## src/rtl/uart_rx_deserializer.sv

```systemverilog
// 8N1 UART receiver: 2-flop synchroniser, 3-sample majority vote per bit, and a
// one-byte valid/ready holding register with framing and overrun error pulses.
module uart_rx_deserializer #(
    parameter int CLKS_PER_BIT = 16
) (
    input  logic       clk,
    input  logic       rst_n,
    input  logic       rx_serial,
    input  logic       rx_enable,
    input  logic       rx_ready,
    output logic [7:0] rx_data_out,
    output logic       rx_valid,
    output logic       frame_err,
    output logic       overrun_err
);

    localparam int H  = CLKS_PER_BIT / 2;
    localparam int CW = $clog2(CLKS_PER_BIT);

    localparam logic [CW-1:0] SAMP_A   = CW'(H - 1);
    localparam logic [CW-1:0] SAMP_B   = CW'(H);
    localparam logic [CW-1:0] SAMP_C   = CW'(H + 1);
    localparam logic [CW-1:0] CNT_LAST = CW'(CLKS_PER_BIT - 1);

    typedef enum logic [2:0] {
        IDLE,
        START,
        DATA,
        STOP,
        WAIT_HIGH
    } state_t;

    logic          sync1_q;
    logic          rx_s_q;

    state_t        state_q;
    logic [CW-1:0] clk_cnt_q;
    logic [2:0]    bit_cnt_q;
    logic [7:0]    shift_q;
    logic [1:0]    samp_q;
    logic          frame_err_q;

    logic [7:0]    data_q,    data_d;
    logic          valid_q,   valid_d;
    logic          overrun_q, overrun_d;

    logic          at_decide;
    logic          at_wrap;
    logic          vote;
    logic          byte_done;

    // Sync flops reset high so the idle line never looks like a start edge.
    // NOTE: sequential state uses non-blocking assignments so every flop
    // samples pre-edge values regardless of statement order.
    always_ff @(posedge clk or negedge rst_n) begin
        if (!rst_n) begin
            sync1_q <= 1'b1;
            rx_s_q  <= 1'b1;
        end else begin
            sync1_q <= rx_serial;
            rx_s_q  <= sync1_q;
        end
    end

    assign at_decide = (clk_cnt_q == SAMP_C);
    assign at_wrap   = (clk_cnt_q == CNT_LAST);
    assign vote      = (samp_q[0] & samp_q[1]) | (samp_q[0] & rx_s_q) | (samp_q[1] & rx_s_q);
    assign byte_done = (state_q == STOP) && at_decide && vote;

    always_ff @(posedge clk or negedge rst_n) begin
        if (!rst_n) begin
            state_q     <= IDLE;
            clk_cnt_q   <= '0;
            bit_cnt_q   <= '0;
            shift_q     <= '0;
            samp_q      <= '1;
            frame_err_q <= 1'b0;
        end else begin
            frame_err_q <= 1'b0;
            if (clk_cnt_q == SAMP_A) samp_q[0] <= rx_s_q;
            if (clk_cnt_q == SAMP_B) samp_q[1] <= rx_s_q;

            case (state_q)
                IDLE: begin
                    clk_cnt_q <= '0;
                    if (rx_enable && !rx_s_q) state_q <= START;
                end
                START: begin
                    if (at_decide && vote) begin
                        state_q   <= IDLE;
                        clk_cnt_q <= '0;
                    end else if (at_wrap) begin
                        state_q   <= DATA;
                        clk_cnt_q <= '0;
                        bit_cnt_q <= '0;
                    end else begin
                        clk_cnt_q <= clk_cnt_q + 1'b1;
                    end
                end
                DATA: begin
                    if (at_decide) shift_q <= {vote, shift_q[7:1]};
                    if (at_wrap) begin
                        clk_cnt_q <= '0;
                        if (bit_cnt_q == 3'd7) state_q <= STOP;
                        else                   bit_cnt_q <= bit_cnt_q + 3'd1;
                    end else begin
                        clk_cnt_q <= clk_cnt_q + 1'b1;
                    end
                end
                // Leave mid stop bit so a back-to-back start edge is not missed.
                STOP: begin
                    if (at_decide) begin
                        clk_cnt_q <= '0;
                        if (vote) begin
                            state_q <= IDLE;
                        end else begin
                            frame_err_q <= 1'b1;
                            state_q     <= WAIT_HIGH;
                        end
                    end else begin
                        clk_cnt_q <= clk_cnt_q + 1'b1;
                    end
                end
                WAIT_HIGH: begin
                    clk_cnt_q <= '0;
                    if (rx_s_q) state_q <= IDLE;
                end
                default: state_q <= IDLE;
            endcase
        end
    end

    // NOTE: every output of this block gets a default first, so no path can
    // leave a signal unassigned and infer a latch.
    always_comb begin
        data_d    = data_q;
        valid_d   = valid_q && !rx_ready;
        overrun_d = 1'b0;
        if (byte_done) begin
            if (!valid_q || rx_ready) begin
                data_d  = shift_q;
                valid_d = 1'b1;
            end else begin
                overrun_d = 1'b1;
            end
        end
    end

    always_ff @(posedge clk or negedge rst_n) begin
        if (!rst_n) begin
            data_q    <= '0;
            valid_q   <= 1'b0;
            overrun_q <= 1'b0;
        end else begin
            data_q    <= data_d;
            valid_q   <= valid_d;
            overrun_q <= overrun_d;
        end
    end

    assign rx_data_out = data_q;
    assign rx_valid    = valid_q;
    assign frame_err   = frame_err_q;
    assign overrun_err = overrun_q;

endmodule
```

## config.mk

```make
export PLATFORM = sky130hd
export DESIGN_NAME = uart_rx_deserializer
export DESIGN_NICKNAME = d
export VERILOG_FILES = /design/src/rtl/uart_rx_deserializer.sv
export SDC_FILE = /design/constraint.sdc
export NUM_CORES = 1
export LEC_CHECK = 0
export ABC_AREA = 0
export BUFFER_PORTS_ARGS = -buffer_cell sky130_fd_sc_hd__buf_4
export CELL_PAD_IN_SITES_DETAIL_PLACEMENT = 1
export CELL_PAD_IN_SITES_GLOBAL_PLACEMENT = 2
export CORE_MARGIN = 2
export CORE_UTILIZATION = 35
export CTS_CLUSTER_SIZE = 25
export DETAILED_ROUTE_END_ITERATION = 12
export GPL_ROUTABILITY_DRIVEN = 0
export PLACE_DENSITY_LB_ADDON = 0.1
export SLEW_MARGIN = 20
export SYNTH_ARGS = -nofsm -noshare
export SYNTH_HDL_FRONTEND = slang
export SYNTH_SLANG_ARGS = --single-unit
```

## constraint.sdc

```tcl
create_clock -name clk -period 2 [get_ports clk]
set_clock_uncertainty 0.15 [all_clocks]
set_input_delay 0.4 -clock clk [delete_from_list [all_inputs] [get_ports clk]]
set_output_delay 0.4 -clock clk [all_outputs]
set_load 0.005 [all_outputs]
```

==> flow_metrics.tcl <==
set metrics [dict create \
    root_buffer "clkbuf_8" \
    min_period_ps 1950 \
    whs_ps 70.5 \
    die_y_um 72.1 \
    hp-start "rx_serial" \
    ys_ff_latch 33 \
    numCtsBuffers 5 \
    grt_pass1_wl_mm 6.08 \
    yosysTopAreaCell "dfrtp_1" \
    ff2ff_setup_slack_ps 50 \
    area_growth_pct 24.7 \
    antenna_left 0 \
    wl_mm 3.58 \
    antennaDiodeCount 0 \
    htree_levels 2 \
    row_count 24 \
    io_pins 16 \
    worstMarginPinSlew_ps 430 \
    hpwlAfterDp_mm 2.62 \
    track_usage_pct 15.5 \
    timing.rr.end "rx_data_out[5]" \
    synthTopCellsByArea "dfrtp_1, mux2_4, dfstp_2" \
    peakVddDrop_mv 0.370 \
    critPathLaunchType "register" \
    maxCapViolations 0 \
    crit_chain "inv_2 > ha_4 > and3b_2 > nand2_2 > or3b_4 > mux2_4" \
    synth-edff-count 0 \
    cp.required_ps 2020 \
    whs_endpoint "sync1_q" \
    hold_violations 0 \
    core_um2 4410 \
    status "finished, final reports clean" \
    synth_nets 146 \
    critical-path-top-delay-family "simple AND/OR/NAND/NOR gates" \
    critPathMaxFanout 8 \
    slew_headroom_pct 71.3 \
    yosysWarnings 0 \
    seq_area_frac_synth_pct 51.2 \
    portBuffers 15 \
    crit_type "reg2reg" \
    setup_viol 0 \
    initial_utilization_pct 36.8 \
    grt_max_degree 34 \
    die_w_um 72.1 \
    viasPerCell 5.16 \
    fin_nets 182 \
    critical-path-max-stage-delay_ps 490 \
    synthCells 136 \
    avgSynthCellArea_um2 11.9 \
    p_leak_uw 0.000995 \
    power.density_nw_per_um2 1010 \
    drive_above_1_share_pct 43.9 \
    clock_path_buffers 2 \
    drc_errors 0 \
    cp-end-kind "register" \
    syn_area_um2 1620 \
    drtPass1Iterations 4 \
    critical-path-slowest-cell "or3b_4" \
    grt_setup_unrepaired "no" \
    hold_class "in2reg" \
    finalCritPeriodShare_pct 97.3 \
    fill_cells 486 \
    clkTransAtPathRegs_ps 70 \
    cts_sinks 33 \
    worstPathArrival_ps 1960 \
    clock_latency_ps 290 \
    grt_pass1_vias 1216 \
    wire_per_inst_um 15.9 \
    cts_tree "built" \
    synth_top_cell_area_share_pct 44.7 \
    vias 1160 \
    gr-total-overflow 0 \
    min_path_cells 1 \
    fmax_mhz 514 \
    power.total_uw 2050 \
    postSynth.asyncResetShare_pct 100 \
    synth.distinct_cells 42 \
    drtIter0Drc 35 \
    dieArea_um2 5200 \
    antenna_found_initial 0 \
    slew_viol_final 0 \
    rr_startpoint "clk_cnt_q[1]" \
    rr_worst_depth 6 \
    ys.flop_type "dfrtp_1" \
    path_buf_inv 1 \
]
==> state kept, by name, indices dropped and copies added (netlist names) <==
register     flops
sync1_q          1
state_q          3
rx_data_out      8
overrun_err      1
rx_s_q           1
clk_cnt_q        4
rx_valid         1
bit_cnt_q        3
samp_q           2
frame_err        1
shift_q          8
==> cell type report <==
cell class                      count  area [um^2]  share of cell area (%)
Sequential cell                    33          832                    41.1
Clock buffer                        5         68.8                    3.40
Clock inverter                      3         17.5                   0.865
Multi-Input combinational cell     90          747                    36.9
Tap cell                           52         65.1                    3.21
Inverter                            6         22.5                    1.11
Timing Repair Buffer               36          273                    13.5
==> worst max-delay path by stage <==
stage	from	endpoint	slack [ps]	depth (start not counted)
after CTS	clk_cnt_q[1]	rx_data_out[4]	10	7
after floorplan	clk_cnt_q[1]	bit_cnt_q[0]	80	7
after detailed placement	clk_cnt_q[0]	rx_data_out[4]	-20	6
final	clk_cnt_q[1]	rx_data_out[5]	50	6
after global placement	clk_cnt_q[0]	rx_data_out[4]	40	6
after global routing	clk_cnt_q[1]	rx_data_out[5]	0.8	6
==> what timing repair did <==
| item | 4_1_cts | 5_1_grt |
|---|---|---|
| hold buffers | 1 | 0 |
| setup endpoints to repair | 11 | 19 |
| setup buffers | 0 | 2 |
| endpoints found under the hold margin | 29 | 0 |
| resized for setup | 2 | 6 |
| pin swaps | 0 | 1 |
==> placed cells by master, fill, tap and decap left out, types with 2 or more instances in the layout <==
cell type and n:
a31oi_1 4, mux2_4 8, or3b_2 2, inv_1 5, buf_4 35, ha_1 4, mux2i_1 2, nor2_1 5
nor3b_1 3, clkbuf_8 5, clkinv_2 2, a211oi_1 2, dfrtp_1 28, a21oi_1 5, nand2_1 5, nand2_2 2
nand2b_1 3, nand3b_1 2, o21ai_0 7, dfstp_2 4, mux2_2 9, nand3_1 3, nor2b_1 2, o211ai_1 3
==> per-layer routing <==
layer / global-route usage [%] / routed length, um
met5: 0 / 0
met4: 5.66 / 52
met3: 4.31 / 117
met2: 23.5 / 1690
met1: 21.3 / 1720
==> synthesized netlist by cell type (3+ instances only) <==
| library cell | n |
|---|---|
| dfstp_2 | 4 |
| inv_1 | 6 |
| a31oi_1 | 4 |
| mux2_4 | 8 |
| dfrtp_1 | 29 |
| mux2_2 | 9 |
| a21oi_1 | 5 |
| nand3_1 | 3 |
| o21ai_0 | 7 |
| ha_1 | 5 |
| nand2b_1 | 3 |
| clkbuf_1 | 3 |
| nand2_1 | 6 |
| o211ai_1 | 3 |
| nor3b_1 | 3 |
| nor2_1 | 5 |
==> per-stage QoR <==
stage	TNS [ps]	utilization [%]	setup slack, ps	instances	instance area (um^2)
2_1_floorplan	0	-	75.9	136	1620
5_1_grt	0	45.9	0.818	225	2030
3_5_place_dp	-131	43.1	-22.9	215	1900
4_1_cts	0	45.4	13.3	224	2000
6_report	0	45.9	53.4	225	2030
3_3_place_gp	0	43.1	44.7	215	1900
==> logic make-up after synthesis <==
| family | synth area share (%) |
|---|---|
| adders and majority gates | 4.70 |
| buffers and inverters | 4.01 |
| and+or+nand+nor | 13.2 |
| muxes | 14.9 |
| AOI/OAI and AO/OA | 12.1 |
| DFF | 51.2 |
==> report_power, final <==
group	switching [uW]	internal, uW	leakage [uW]
Sequential	77.0	764	0.000435
Clock	251	240	0.0000439
Combinational	357	359	0.000515
Power figures use the tool's default switching activity.
